File: config.mk
export PLATFORM = sky130hd
export DESIGN_NAME = tlc_multi
export DESIGN_NICKNAME = d
export VERILOG_FILES = /design/src/rtl/tlc_pkg.sv /design/src/rtl/tlc_timer.sv /design/src/rtl/tlc_multi.sv
export SDC_FILE = /design/constraint.sdc
export NUM_CORES = 1
export LEC_CHECK = 0
export ABC_AREA = 1
export CAP_MARGIN = 10
export CORE_AREA = 2 2 39 41
export DETAILED_ROUTE_END_ITERATION = 12
export DIE_AREA = 0 0 41 43
export DONT_BUFFER_PORTS = 1
export PLACE_DENSITY = 0.56
export SYNTH_ARGS = -nofsm -noshare
export SYNTH_HDL_FRONTEND = slang
export SYNTH_SLANG_ARGS = --single-unit
File: constraint.sdc
create_clock -name clock -period 1.77 [get_ports clock]
set_input_delay 0.531 -clock clock [delete_from_list [all_inputs] [get_ports clock]]
set_output_delay 0.531 -clock clock [all_outputs]
set_load 0.005 [all_outputs]
File: src/rtl/tlc_pkg.sv
// tlc_pkg: shared state encoding and lamp decode for the two-road traffic light controller.
package tlc_pkg;
  typedef enum logic [2:0] {
    MAIN_G, MAIN_Y, RED_TO_SIDE, SIDE_G, SIDE_Y, RED_TO_MAIN, EMERG
  } tlc_state_t;
  typedef struct packed {
    logic red;
    logic yellow;
    logic green;
  } lamp_t;
  typedef struct packed {
    lamp_t main_l;
    lamp_t side_l;
  } lamp_pair_t;
  function automatic lamp_pair_t state_lamps(input tlc_state_t s);
    lamp_pair_t l;
    l.main_l = s == MAIN_G ? lamp_t'(3'b001) : s == MAIN_Y ? lamp_t'(3'b010) : lamp_t'(3'b100);
    l.side_l = s == SIDE_G ? lamp_t'(3'b001) : s == SIDE_Y ? lamp_t'(3'b010) : lamp_t'(3'b100);
    return l;
  endfunction
endpackage

File: src/rtl/tlc_timer.sv
// tlc_timer: saturating down-counter; loads on phase entry and flags done at zero.
module tlc_timer #(
  parameter int CNT_W = 3,
  parameter logic [CNT_W-1:0] RST_VAL = '0
) (
  input  logic             clock,
  input  logic             reset,
  input  logic             load,
  input  logic [CNT_W-1:0] load_val,
  output logic             done
);
  logic [CNT_W-1:0] cnt_q, cnt_d;
  always_comb cnt_d = load ? load_val : (cnt_q == '0 ? cnt_q : cnt_q - 1'b1);
  always_ff @(posedge clock) begin
    if (reset) cnt_q <= RST_VAL;
    else cnt_q <= cnt_d;
  end
  assign done = cnt_q == '0;
endmodule

File: src/rtl/tlc_multi.sv
// tlc_multi: two-road traffic light controller; emergency all-red compiled in with TLC_EMERGENCY_EN.
module tlc_multi
  import tlc_pkg::*;
#(
  parameter int GREEN_MIN  = 8,
  parameter int SIDE_GREEN = 6,
  parameter int YELLOW     = 3,
  parameter int ALL_RED    = 2
) (
  input  logic clock,
  input  logic reset,
  input  logic car,
  input  logic emergency,
  output logic main_red,
  output logic main_yellow,
  output logic main_green,
  output logic side_red,
  output logic side_yellow,
  output logic side_green,
  output logic emerg_active
);
  localparam int M1 = GREEN_MIN > SIDE_GREEN ? GREEN_MIN : SIDE_GREEN;
  localparam int M2 = YELLOW > ALL_RED ? YELLOW : ALL_RED;
  localparam int MAX_D = M1 > M2 ? M1 : M2;
  localparam int CNT_W = MAX_D > 1 ? $clog2(MAX_D) : 1;
  tlc_state_t state_q, state_d;
  logic car_req_q, car_req_d, done, load, emerg;
  logic [CNT_W-1:0] load_val;
  int dur_d;
  lamp_pair_t lamps;
`ifdef TLC_EMERGENCY_EN
  assign emerg = emergency;
`else
  logic unused_emergency;
  assign unused_emergency = emergency;
  assign emerg = 1'b0;
`endif
  always_comb begin
    state_d = state_q;
    unique case (state_q)
      MAIN_G:      state_d = emerg || (done && car_req_q) ? MAIN_Y : MAIN_G;
      MAIN_Y:      state_d = done ? (emerg ? EMERG : RED_TO_SIDE) : MAIN_Y;
      RED_TO_SIDE: state_d = emerg ? EMERG : done ? SIDE_G : RED_TO_SIDE;
      SIDE_G:      state_d = emerg || done ? SIDE_Y : SIDE_G;
      SIDE_Y:      state_d = done ? (emerg ? EMERG : RED_TO_MAIN) : SIDE_Y;
      RED_TO_MAIN: state_d = emerg ? EMERG : done ? MAIN_G : RED_TO_MAIN;
`ifdef TLC_EMERGENCY_EN
      EMERG:       state_d = emerg ? EMERG : RED_TO_MAIN;
`endif
      default:     state_d = MAIN_G;
    endcase
  end
  // Every state change reloads the timer with the new phase's duration minus one.
  always_comb begin
    load = state_d != state_q;
    dur_d = state_d == MAIN_G ? GREEN_MIN :
            state_d == SIDE_G ? SIDE_GREEN :
            (state_d == MAIN_Y || state_d == SIDE_Y) ? YELLOW : ALL_RED;
    load_val = CNT_W'(dur_d - 1);
    car_req_d = (load && state_d == SIDE_G) ? 1'b0 : car_req_q | car;
  end
  always_ff @(posedge clock) begin
    if (reset) begin
      state_q   <= MAIN_G;
      car_req_q <= 1'b0;
    end else begin
      state_q   <= state_d;
      car_req_q <= car_req_d;
    end
  end
  tlc_timer #(
    .CNT_W  (CNT_W),
    .RST_VAL(CNT_W'(GREEN_MIN - 1))
  ) u_timer (
    .clock   (clock),
    .reset   (reset),
    .load    (load),
    .load_val(load_val),
    .done    (done)
  );
  assign lamps = state_lamps(state_q);
  assign {main_red, main_yellow, main_green} = lamps.main_l;
  assign {side_red, side_yellow, side_green} = lamps.side_l;
`ifdef TLC_EMERGENCY_EN
  assign emerg_active = state_q == EMERG;
`else
  assign emerg_active = 1'b0;
`endif
endmodule

; Yosys cells after proc, flatten, opt, wreduce, memory -nomap -nowiden
; Index checks and enable logic that the tools add are counted.
[word_totals]
reg_bits = 7
latch_bits = 0
mem_bits_rw = 0
romBits = 0
in_bits = 4
out_inout_bits = 7
elab_cells = 39
n_memories = 0
[op_classes]
n_addsub = 2
mul = 0
div_mod_pow = 0
magnitude_cmp = 0
eq_ne = 10
n_shift = 0
mux = 16
bitwise = 1
reduce_logical = 7
[ops]
columns = operator, n
row1 = $mux W3, 10
row2 = $pmux W3 S6, 1
row3 = $eq A3 B2 Y1 const B, 3
row4 = $eq A3 B3 Y1 const B, 3
row5 = $logic_not A3 Y1, 3
row6 = $eq A3 B1 Y1 const B, 2
row7 = $sub A3 B1 Y3 const B, 2
row8 = $mux W1, 4
row9 = $ne A3 B3 Y1, 1
row10 = $logic_and A1 B1 Y1, 2
row11 = $mux W2, 1
row12 = $ne A2 B1 Y1 const B, 1
row13 = $reduce_or A2 Y1, 1
row14 = $logic_or A1 B1 Y1, 1
row15 = $or A1 B1 Y1, 1

; Depth between registers and ports, before layout
; Gate-level depths: netlist of run 1.
[logic_depth]
ltp_word = 11
depth_mapped = 14
ltp_nobuf = 14

; Cells and area by module
; Synthesis of run 1 repeated with hierarchy kept, for this count alone.
[hier_totals]
cells_unflattened = 77
hier_area_um2 = 486.7
[by_module_without_submodules]
columns = mod, instances, cells_each, area_each_um2, seq_area_each_um2
row1 = tlc_multi, 1, 48, 291.5, 80.1
row2 = tlc_timer, 1, 29, 195.2, 60.1

; Worst setup path after synthesis of run 1
; Ideal clock, no wire load.
[synth_path]
path_type = register to register
start = register u_timer.cnt_q[1]
end = register u_timer.cnt_q[2]
setup_ns = 0.114
t_arrival_ns = 1.387
required_ns = 1.656
path_slack_ns = 0.270
path_stages_with_launch = 14
n_path_buf = 0
cell_sequence = dfxtp_1 > inv_2 > nand2_1 > nor2_4 > nand2_2 > a21oi_1 > nand2_1 > nand2_1 > a21boi_1 > ha_1 > inv_1 > nand3_1 > nand3_1 > nand2_1
[synth_via]
elab_chain_cells = 11
word_cells_on_any_way = 23
cone_classes = 2 x add/sub / 5 x eq/ne / 12 x mux / 4 x reduce/logical
[synth_rtl]
columns = element, line
row1 = "start, declared", tlc_timer.sv:12  ; logic [CNT_W-1:0] cnt_q, cnt_d;
row2 = "start signal, assigned", tlc_timer.sv:16  ; else cnt_q <= cnt_d;
row3 = $logic_not A3 Y1, "tlc_timer.sv:13, tlc_timer.sv:18"
row4 = $logic_and A1 B1 Y1, tlc_multi.sv:41  ; MAIN_G: state_d = emerg || (done && car_req_q) ? MAIN_Y : MAIN_G;
row5 = $mux W1, tlc_multi.sv:41
row6 = $pmux W3 S6, tlc_multi.sv:40  ; unique case (state_q)
row7 = $eq A3 B1 Y1 or $eq A3 B3 Y1 (tied branches), tlc_multi.sv:58  ; (state_d == MAIN_Y || state_d == SIDE_Y) ? YELLOW : ALL_RED;
row8 = $logic_or A1 B1 Y1, tlc_multi.sv:58
row9 = $mux W1, tlc_multi.sv:58
row10 = $mux W3, tlc_multi.sv:57  ; state_d == SIDE_G ? SIDE_GREEN :
row11 = $mux W3, tlc_multi.sv:56  ; dur_d = state_d == MAIN_G ? GREEN_MIN :
row12 = $sub A3 B1 Y3, tlc_multi.sv:59  ; load_val = CNT_W'(dur_d - 1);
row13 = $mux W3, tlc_timer.sv:13  ; always_comb cnt_d = load ? load_val : (cnt_q == '0 ? cnt_q : cnt_q - 1'b1);
; Several ways; a longest one is shown, not always the timed one. The select of a mux whose other input is x is not followed.
; A chain may end at the register's enable or synchronous reset.

; Worst setup path in the final report of run 1
[layout_path]
start = register u_timer.cnt_q[0]
end = register u_timer.cnt_q[2]
; The elaborated chain is that of the path after synthesis.

==> summary.md, run 1 <==
| Metric | Value |
|---|---|
| Total standard cell area after synthesis | `514 sq um` |
| # nets final | `92` |
| Largest cells by area after synthesis | `dfxtp_1, nand2_1, inv_1` |
| Initial antenna violation count | `0` |
| Gr ovfl total | `0` |
| Area enclosed by the die boundary | `between 0.0015 and 0.002 sq mm` |
| Outcome | `completed` |
| Pin count of the biggest net entering global routing | `8` |
| DRT antenna net count | `0` |
| Required time at the worst-slack endpoint | `between 1.5 and 2 ns` |
| Via-per-instance ratio | `4.79` |
| First DRT Iteration DRCs | `14` |
| Clock transition at the register clock pins on the worst setup and hold paths after CTS | `~0.05 ns` |
| Maximum vdd drop | `0.336 mV` |
| Placement Setup Slack | `0.103 ns` |
| Share of Yosys cell area claimed by the top area cell type | `0.273` |
| Horizontal extent of the die | `41 um` |
| Total negative slack for setup checks | `0 ns` |
| Vertical die dimension | `between 40 and 50 um` |
| Routability Congestion | `0.744` |
| Dominant cell type by area after synthesis | `dfxtp_1` |
| Crit path kind | `flop to flop` |
| Clk_lat worst skew | `0.25 ns` |
| Number of H-tree levels | `1` |
| DR vias | `489` |
| CTS root buf | `clkbuf_4` |
| Number of hold violations in the final report | `0` |
| I/O pin cnt | `11` |
| Hold_buf cts | `0` |
| Port bufs | `0` |
| Final Cycle Share | `0.929` |
| Design Area, Final | `608 sq um` |
| Final Critical Period | `1.64 ns` |
| Core area | `0.00138 sq mm` |
| Highest fanout seen on the critical path | `3` |
| Instance area at placement | `roughly 530 sq um` |
| DRC violation count after routing | `0` |
| Initial standard-cell utilization of the core | `0.372` |
| Total wire length after detailed routing | `1.07 mm` |
| First-pass iteration count of the detailed router | `4` |
| Number of nets in the synthesized netlist | `between 80 and 90` |
| Proportion of layout cells with a drive suffix above 1 | `0.407` |
| Antenna Diode Count | `0` |
| Number of endpoints failing setup at the final stage | `0` |
| Number of buffers on the longest clock path | `2` |
| Power density cells | `between 500 and 600 mW/mm^2` |
| Kind of start point of the critical path | `flop` |
| GR Util All Layers | `0.150` |
| Total of flip-flops plus latches after synthesis | `7` |
| Synthesized netlist cell count | `79` |
| CTS tree | `built` |
| Warnings, synthesis | `0` |
| Number of cell rows | `14` |
| Distinct cells, synth | `21` |
| Syn_area_per_cell | `6.51 sq um` |
| Number of global-route vias before repair | `443` |
| Hpwl dp | `826 um` |
| Number of sinks handled by clock tree synthesis | `7` |
| Final setup margin | `0.125 ns` |
| Reported leakage power | `0.312 nW` |
| Max-cap violations | `0` |
| Proportion of synthesized chip area in sequential cells | `0.273` |
| Number of buffers added by the clock tree synthesis step | `3` |
| Sort of element at the end of the critical path | `flop` |
| Max Clock Skew | `0.00330 ns` |
| Arrival time worst endpoint | `1.78 ns` |
| Final number of max-transition violations | `0` |
| Synth-to-layout area growth | `18.2%` |
| Upper clock frequency limit | `0.608 GHz` |
| Post-detailed-route wirelength per cell | `10.5 um` |
| First-pass GRT wire length | `1.75 mm` |
| End-of-flow core utilization | `0.439` |
| Classification of the worst-slack hold path | `input port to flop` |
| Minimum setup slack among reg-to-reg paths | `between 0.1 and 0.15 ns` |
[final cells by class]
class	instances	area, sq um
clock buffers	4	26.3
repair buffers	4	30.0
flip-flops and latches	7	145
inverters	13	48.8
fillers	159	776
multi-input cells	58	338
well taps	16	20.0
[layout by cell type (no fill, tap or decap)]
master	Yosys	layout
dfxtp_2	0	4
a21oi_2	0	1
nand3_2	3	3
inv_1	9	9
dfxtp_1	7	3
conb_1	1	1
nand2_1	20	18
a31oi_1	1	1
nand2_4	1	1
nor2_2	3	2
clkbuf_4	0	3
nand4_1	1	1
inv_2	4	4
buf_4	1	4
a21boi_2	0	1
clkbuf_1	0	1
nand2_2	5	7
nor2_4	3	4
nor2_1	8	8
o21ai_0	1	1
o22ai_1	1	1
o21ai_1	1	1
ha_2	0	1
nand3_1	6	6
[sequential cells by signal (all words and copies together) (netlist names)]
signal,cells
state_q,3
u_timer.cnt_q,3
car_req_q,1
[synth_stat cells]
master / count
nor2_2: 3
nand3_2: 3
nand2_4: 1
inv_1: 9
o21ai_1: 1
a31oi_1: 1
ha_1: 1
o21ai_0: 1
a21oi_1: 1
a21boi_1: 1
nand3_1: 6
nand2_1: 20
o22ai_1: 1
nand4_1: 1
dfxtp_1: 7
inv_2: 4
nand2_2: 5
nor2_1: 8
buf_4: 1
nor2_4: 3
conb_1: 1
[power breakdown]
part           total, mW  leakage [nW]  switching (mW)  internal (mW)
clock network      0.141        0.0150          0.0554         0.0858
logic             0.0360         0.240          0.0204         0.0156
registers          0.176        0.0571         0.00875          0.168
total              0.354         0.312          0.0845          0.269
[per-stage QoR]
step / hold slack [ns] / cells / power, mW
after detailed placement: 0.526 / 95 / 0.209
after CTS: 0.338 / 99 / 0.359
after floorplan: 0.490 / 79 / 0.205
final: 0.348 / 102 / 0.354
after global placement: 0.508 / 95 / 0.209
after global routing: 0.333 / 102 / 0.383
[layer usage]
layer,vias up,GRT usage,wire [um]
li1,257,-,-
met1,219,0.195,474
met2,11,0.213,529
met3,2,0.0157,46
met4,0,0.120,17
met5,-,0,0
[timing repair]
item,in CTS,in global routing
setup buffers,0,3
endpoints found under the setup margin,0,1
resized for setup,0,10
[final timing paths]
path,from,end,depth (start not counted)
setup reg to reg,u_timer.cnt_q[0]$_SDFFE_PP1P_,u_timer.cnt_q[2]$_SDFFE_PP1P_,14
setup / recovery,u_timer.cnt_q[0]$_SDFFE_PP1P_,u_timer.cnt_q[2]$_SDFFE_PP1P_,14
hold reg to reg,car_req_q$_SDFF_PP0_,car_req_q$_SDFF_PP0_,2
hold / removal,reset,state_q[2]$_SDFF_PP0_,1
[kinds of logic after synthesis]
kind of cell,Yosys count,share of synthesized area
simple gates,50,0.518
buf+inv,14,0.109
flops,7,0.272
compound gates,6,0.0681
fa+ha+maj,1,0.0243
other cells,1,0.00729
[critical path, stage by stage, from the launching register on]
cell and delay, ns:
dfxtp_2 0.35, inv_1 0.06, nand2_2 0.07, nor2_4 0.05
buf_4 0.13, buf_4 0.13, nand2_4 0.06, nand3_2 0.06
nor2_2 0.14, a21boi_2 0.06, ha_2 0.18, inv_1 0.05
nand3_1 0.06, nand3_1 0.08, nand2_1 0.05
No activity file was read; power rests on OpenSTA's default activity.
==> run 2, diff against run 1 <==
--- a/config.mk
+++ b/config.mk
@@ -6,12 +6,14 @@
 export NUM_CORES = 1
 export LEC_CHECK = 0
 export ABC_AREA = 1
-export CAP_MARGIN = 10
-export CORE_AREA = 2 2 39 41
+export CAP_MARGIN = 40
+export CELL_PAD_IN_SITES_DETAIL_PLACEMENT = 0
+export CELL_PAD_IN_SITES_GLOBAL_PLACEMENT = 1
+export CORE_MARGIN = 2
+export CORE_UTILIZATION = 39
 export DETAILED_ROUTE_END_ITERATION = 12
-export DIE_AREA = 0 0 41 43
 export DONT_BUFFER_PORTS = 1
-export PLACE_DENSITY = 0.56
+export PLACE_DENSITY = 0.74
 export SYNTH_ARGS = -nofsm -noshare
 export SYNTH_HDL_FRONTEND = slang
 export SYNTH_SLANG_ARGS = --single-unit
==> run 2 against run 1 <==
  * First-iteration DRC count shrank 57%
  * Utilization rose by 3.6 points
  * Die area fell by 7.8%
  * Sequential cell count did not move
  * Sequential power is essentially flat
  * Cell count down 2.0%
  * Count of clock-buffer cells in the layout unchanged
  * Critical path depth unchanged
  * Sequential share of layout area rose by 0.61 points
  * Clock power about the same
  * Worst setup slack improved by 0.057 ns
  * Worst hold slack lost 0.0082 ns
  * Critical endpoint unchanged
  * Highest routed layer unchanged
==> summary.md, run 2 (synthesized netlist as in run 1, its figures left out) <==
| Metric | Value |
|---|---|
| Classification of the worst-slack hold path | `input port to flop` |
| First DRT Iteration DRCs | `6` |
| Hpwl dp | `around 840 um` |
| CTS root buf | `clkbuf_4` |
| Number of cell rows | `13` |
| Total negative slack for setup checks | `0 ns` |
| Commonest non-fill, non-tap cell in the layout | `nand2_1` |
| Peak per-stage delay on the critical path | `0.33 ns` |
| Count of buffering cells on the critical path with inverters included | `5` |
| Maximum vdd drop | `about 0.41 mV` |
| First-pass iteration count of the detailed router | `4` |
| Number of buffers added by the clock tree synthesis step | `3` |
| Final setup margin | `0.182 ns` |
| Proportion of layout cells with a drive suffix above 1 | `0.459` |
| Routability Congestion | `0.745` |
| DR vias | `499` |
| Synth-to-layout area growth | `17.3%` |
| Required time at the worst-slack endpoint | `about 1.9 ns` |
| DRT antenna net count | `0` |
| Gr ovfl total | `0` |
| Final number of max-transition violations | `0` |
| Kind of start point of the critical path | `flop` |
| Clock transition at the register clock pins on the worst setup and hold paths after CTS | `approximately 0.050 ns` |
| Highest fanout seen on the critical path | `4` |
| Post-route insts no fill | `100` |
| Cell count after placement | `93` |
| Number of global-route vias before repair | `404` |
| Vertical die dimension | `40.3 um` |
| Kind of cell adding the most delay to the critical path | `simple AND/OR/NAND/NOR gates` |
| Number of H-tree levels | `1` |
| Max-cap violations | `0` |
| First-pass GRT wire length | `approximately 1.7 mm` |
| Horizontal extent of the die | `40.3 um` |
| Slowest stage cell, crit path | `dfxtp_2` |
| Crit path cell chain | `inv_2 > buf_4 > nand3_2 > nand2_2 > inv_2 > nand2_2 > inv_4 > nand2_1 > a21boi_2 > ha_2 > inv_1 > nand3_1 > nand3_1 > nand2_1` |
| Placement Setup Slack | `0.0919 ns` |
| PnR Total Power | `0.358 mW` |
| Leading registers by flop count | `state_q (3), u_timer.cnt_q (3), car_req_q (1)` |
| Antenna Diode Count | `0` |
| Port bufs | `0` |
| Outcome | `completed` |
| Initial standard-cell utilization of the core | `0.405` |
| Arrival time worst endpoint | `1.73 ns` |
| DRC violation count after routing | `0` |
| Most used cells in the layout excluding fill and tap cells | `nand2_1, nand2_2, inv_1, nor2_1` |
| Post-detailed-route wirelength per cell | `10.7 um` |
| Power density cells | `between 500 and 600 mW/mm^2` |
| Upper clock frequency limit | `0.630 GHz` |
| I/O pin cnt | `11` |
| Via-per-instance ratio | `4.99` |
| GR Util All Layers | `0.162` |
| Area enclosed by the die boundary | `0.00162 sq mm` |
| Number of buffers on the longest clock path | `2` |
| Reported leakage power | `0.308 nW` |
| # nets final | `91` |
| Final Critical Period | `1.59 ns` |
| Initial antenna violation count | `0` |
| Clk_lat worst skew | `0.25 ns` |
| Number of sinks handled by clock tree synthesis | `7` |
| Core area | `0.00127 sq mm` |
| Number of endpoints failing setup at the final stage | `0` |
| Total wire length after detailed routing | `1.07 mm` |
| Final Cycle Share | `0.897` |
| Max Clock Skew | `just over 0.004 ns` |
| Pin count of the biggest net entering global routing | `8` |
| CTS tree | `built` |
| RSZ-0062 raised after global routing | `no` |
| Sort of element at the end of the critical path | `flop` |
| Number of hold violations in the final report | `0` |
| Crit path kind | `flop to flop` |
run 2: cell count changes in the layout (fill, tap and decap cells not counted), sizes merged:
cell / previous run / this run
buf: 4 / 3
run 2: cell type report:
cell class              instances  area [sq um]
clock buffers                   4          26.3
fillers                       148           666
inverters                      13          51.3
multi-input cells              58           337
flip-flops and latches          7           148
well taps                      15          18.8
repair buffers                  3          22.5
run 2: worst reg2reg max path: cells and delay by family, from the launching register on:
family / cells / cell delay [ns]
and+or+nand+nor: 7 / 0.47
buffers and inverters: 5 / 0.36
DFF: 1 / 0.33
adders and majority gates: 1 / 0.19
AOI/OAI and AO/OA: 1 / 0.15
run 2: what timing repair did:
item	4_1_cts	5_1_grt
hold buffers	0	0
setup endpoints to repair	0	2
buffers inserted	0	3
gates resized for setup	0	15
run 2: power breakdown:
| group | switching, mW | internal [mW] |
|---|---|---|
| Clock | 0.0570 | 0.0859 |
| Sequential | 0.00709 | 0.168 |
| Combinational | 0.0217 | 0.0190 |
run 2: per-layer routing:
layer / part of all wire / global-route usage / vias to the layer above
met4: 0.0074 / 0.100 / 0
met5: 0 / 0 / -
met2: 0.49 / 0.246 / 5
met1: 0.48 / 0.218 / 236
li1: - / - / 256
met3: 0.028 / 0.0167 / 2
run 2: worst paths after layout:
check                           cells past startpoint                            end                          start  slack [ns]
worst max-delay path                               14  u_timer.cnt_q[2]$_SDFFE_PP1P_  u_timer.cnt_q[1]$_SDFFE_PP1P_        0.18
worst min register to register                      2           car_req_q$_SDFF_PP0_           car_req_q$_SDFF_PP0_        0.52
worst max register to register                     14  u_timer.cnt_q[2]$_SDFFE_PP1P_  u_timer.cnt_q[1]$_SDFFE_PP1P_        0.18
worst min-delay path                                1          state_q[2]$_SDFF_PP0_                          reset        0.34
run 2: per-stage QoR:
stage	util	instance area [sq um]	hold WS, ns
2_1_floorplan	-	514	0.490
3_3_place_gp	0.414	526	0.516
3_5_place_dp	0.414	526	0.513
4_1_cts	0.435	552	0.335
6_report	0.475	603	0.340
5_1_grt	0.475	603	0.324
==> run 3, diff against run 2 <==
--- a/config.mk
+++ b/config.mk
@@ -9,7 +9,6 @@
 export CAP_MARGIN = 40
 export CELL_PAD_IN_SITES_DETAIL_PLACEMENT = 0
 export CELL_PAD_IN_SITES_GLOBAL_PLACEMENT = 1
-export CORE_MARGIN = 2
 export CORE_UTILIZATION = 39
 export DETAILED_ROUTE_END_ITERATION = 12
 export DONT_BUFFER_PORTS = 1
==> run 3 against run 2 <==
  * Sequential power about the same
  * Via count down 3.8%
  * Highest routed layer unchanged
  * Clock skew down 0.0022 ns
  * Combinational power down 3%
  * Clock power about the same
  * Non-clock buffer count unchanged
  * Design area down 2.7%
  * Maximum frequency down 2.6%
==> summary.md, run 3 (synthesized netlist as in run 1, its figures left out) <==
| Metric | Value |
|---|---|
| Synth-to-layout area growth | `14.1%` |
| Final Critical Period | `1.63 ns` |
| Maximum vdd drop | `0.352 mV` |
| Routability Congestion | `roughly 0.77` |
| Required time at the worst-slack endpoint | `~1.9 ns` |
| Total wire length after detailed routing | `1.02 mm` |
| CTS tree | `built` |
| Kind of cell adding the most delay to the critical path | `simple AND/OR/NAND/NOR gates` |
| End-of-flow core utilization | `0.501` |
| Crit path cell chain | `nor2_2 > nand3_2 > nand2_1 > inv_1 > nand2_2 > inv_2 > nand2_1 > a21boi_2 > ha_2 > inv_1 > nand3_1 > nand3_1 > nand2_1` |
| DRC violation count after routing | `0` |
| Power density cells | `609 mW/mm^2` |
| Max Clock Skew | `roughly 0.0018 ns` |
| Crit path kind | `flop to flop` |
| Number of buffers added by the clock tree synthesis step | `3` |
| Post-detailed-route wirelength per cell | `slightly above 10 um` |
| First DRT Iteration DRCs | `6` |
| Horizontal extent of the die | `38.3 um` |
| GR Util All Layers | `0.167` |
| Switching Power | `0.0862 mW` |
| Max-cap violations | `0` |
| Antenna Diode Count | `0` |
| Peak per-stage delay on the critical path | `0.43 ns` |
| Switch share | `0.241` |
| Instance area at placement | `between 500 and 600 sq um` |
| Leading registers by flop count | `state_q (3), u_timer.cnt_q (3), car_req_q (1)` |
| Design Area, Final | `587 sq um` |
| Initial antenna violation count | `0` |
| Count of buffering cells on the critical path with inverters included | `3` |
| Hold_buf cts | `0` |
| Kind of start point of the critical path | `flop` |
| Upper clock frequency limit | `0.613 GHz` |
| CP most frequent cell | `nand2_1` |
| Final Cycle Share | `0.922` |
| Number of cell rows | `12` |
| Port bufs | `0` |
| Placement Setup Slack | `about 0.1 ns` |
| Area enclosed by the die boundary | `around 0.0015 sq mm` |
| Pin count of the biggest net entering global routing | `8` |
| First-pass GRT wire length | `1.64 mm` |
| Number of global-route vias before repair | `384` |
| Number of H-tree levels | `1` |
| Hpwl dp | `807 um` |
| I/O pin cnt | `11` |
| DR vias | `480` |
| Commonest non-fill, non-tap cell in the layout | `nand2_1` |
| CTS root buf | `clkbuf_4` |
| DRT antenna net count | `0` |
| Highest fanout seen on the critical path | `4` |
| Core area | `0.00117 sq mm` |
| Classification of the worst-slack hold path | `input port to flop` |
| Gr ovfl total | `0` |
| Number of endpoints failing setup at the final stage | `0` |
| Proportion of layout cells with a drive suffix above 1 | `0.365` |
| Initial standard-cell utilization of the core | `0.439` |
| Vertical die dimension | `38.3 um` |
| Reported leakage power | `0.305 nW` |
| # nets final | `91` |
| Number of buffers on the longest clock path | `2` |
| Logic pwr share | `0.110` |
| First-pass iteration count of the detailed router | `4` |
| Flop pwr share | `0.487` |
| Via-per-instance ratio | `4.85` |
| Final setup margin | `0.139 ns` |
| Final number of max-transition violations | `0` |
| Most used cells in the layout excluding fill and tap cells | `nand2_1, inv_1, nor2_1` |
| Proportion of power drawn by the clock network | `0.403` |
| Number of hold violations in the final report | `0` |
| Arrival time worst endpoint | `1.78 ns` |
| Number of sinks handled by clock tree synthesis | `7` |
| Outcome | `completed` |
| Clk_lat worst skew | `0.25 ns` |
| Slowest stage cell, crit path | `dfxtp_1` |
| Internal power contribution | `0.271 mW` |
| Sort of element at the end of the critical path | `flop` |
| Clock transition at the register clock pins on the worst setup and hold paths after CTS | `roughly 0.05 ns` |
## run 3: cell count changes in the layout (fill, tap and decap cells not counted)
cell | before | now
nand2_2 | 10 | 7
dfxtp_2 | 6 | 2
dfxtp_1 | 1 | 5
inv_1 | 8 | 9
inv_4 | 1 | 0
nand2_1 | 15 | 18
## run 3: through the flow
| step | TNS, ns | hold WS, ns | power [mW] | std cells |
|---|---|---|---|---|
| 2_1_floorplan | 0 | 0.490 | 0.205 | 79 |
| 3_3_place_gp | 0 | 0.508 | 0.209 | 92 |
| 6_report | 0 | 0.337 | 0.358 | 99 |
| 5_1_grt | -0.00931 | 0.331 | 0.378 | 99 |
| 3_5_place_dp | 0 | 0.522 | 0.209 | 92 |
| 4_1_cts | 0 | 0.338 | 0.356 | 96 |
## run 3: area by class of cell
class | count | area [sq um]
fillers | 130 | 584
well taps | 14 | 17.5
repair buffers | 3 | 22.5
clock buffers | 4 | 26.3
multi-input cells | 58 | 329
inverters | 13 | 48.8
flip-flops and latches | 7 | 143
## run 3: worst paths after layout
check,to,cells after the start,from,slack (ns)
max,u_timer.cnt_q[2]$_SDFFE_PP1P_,13,u_timer.cnt_q[2]$_SDFFE_PP1P_,0.14
min,state_q[1]$_SDFF_PP0_,1,reset,0.34
max reg2reg,u_timer.cnt_q[2]$_SDFFE_PP1P_,13,u_timer.cnt_q[2]$_SDFFE_PP1P_,0.14
min reg2reg,car_req_q$_SDFF_PP0_,2,car_req_q$_SDFF_PP0_,0.53
## run 3: power groups by stage
stage / Clock (mW) / Combinational (mW) / Sequential (mW)
floorplan: 0 / 0.0295 / 0.175
finish: 0.144 / 0.0393 / 0.174
detailed placement: 0 / 0.0328 / 0.177
global route: 0.157 / 0.0460 / 0.175
global placement: 0 / 0.0322 / 0.177
CTS: 0.150 / 0.0330 / 0.173
## run 3: routing by layer
layer / vias up / GRT usage / part of all wire
li1: 257 / - / -
met1: 212 / 0.229 / 0.50
met2: 7 / 0.212 / 0.44
met3: 4 / 0.0465 / 0.032
met4: 0 / 0.134 / 0.028
met5: - / 0 / 0
## run 3: timing repair
action | CTS | global route
gates resized for setup | 0 | 6
setup endpoints to repair | 0 | 1
buffers inserted | 0 | 3
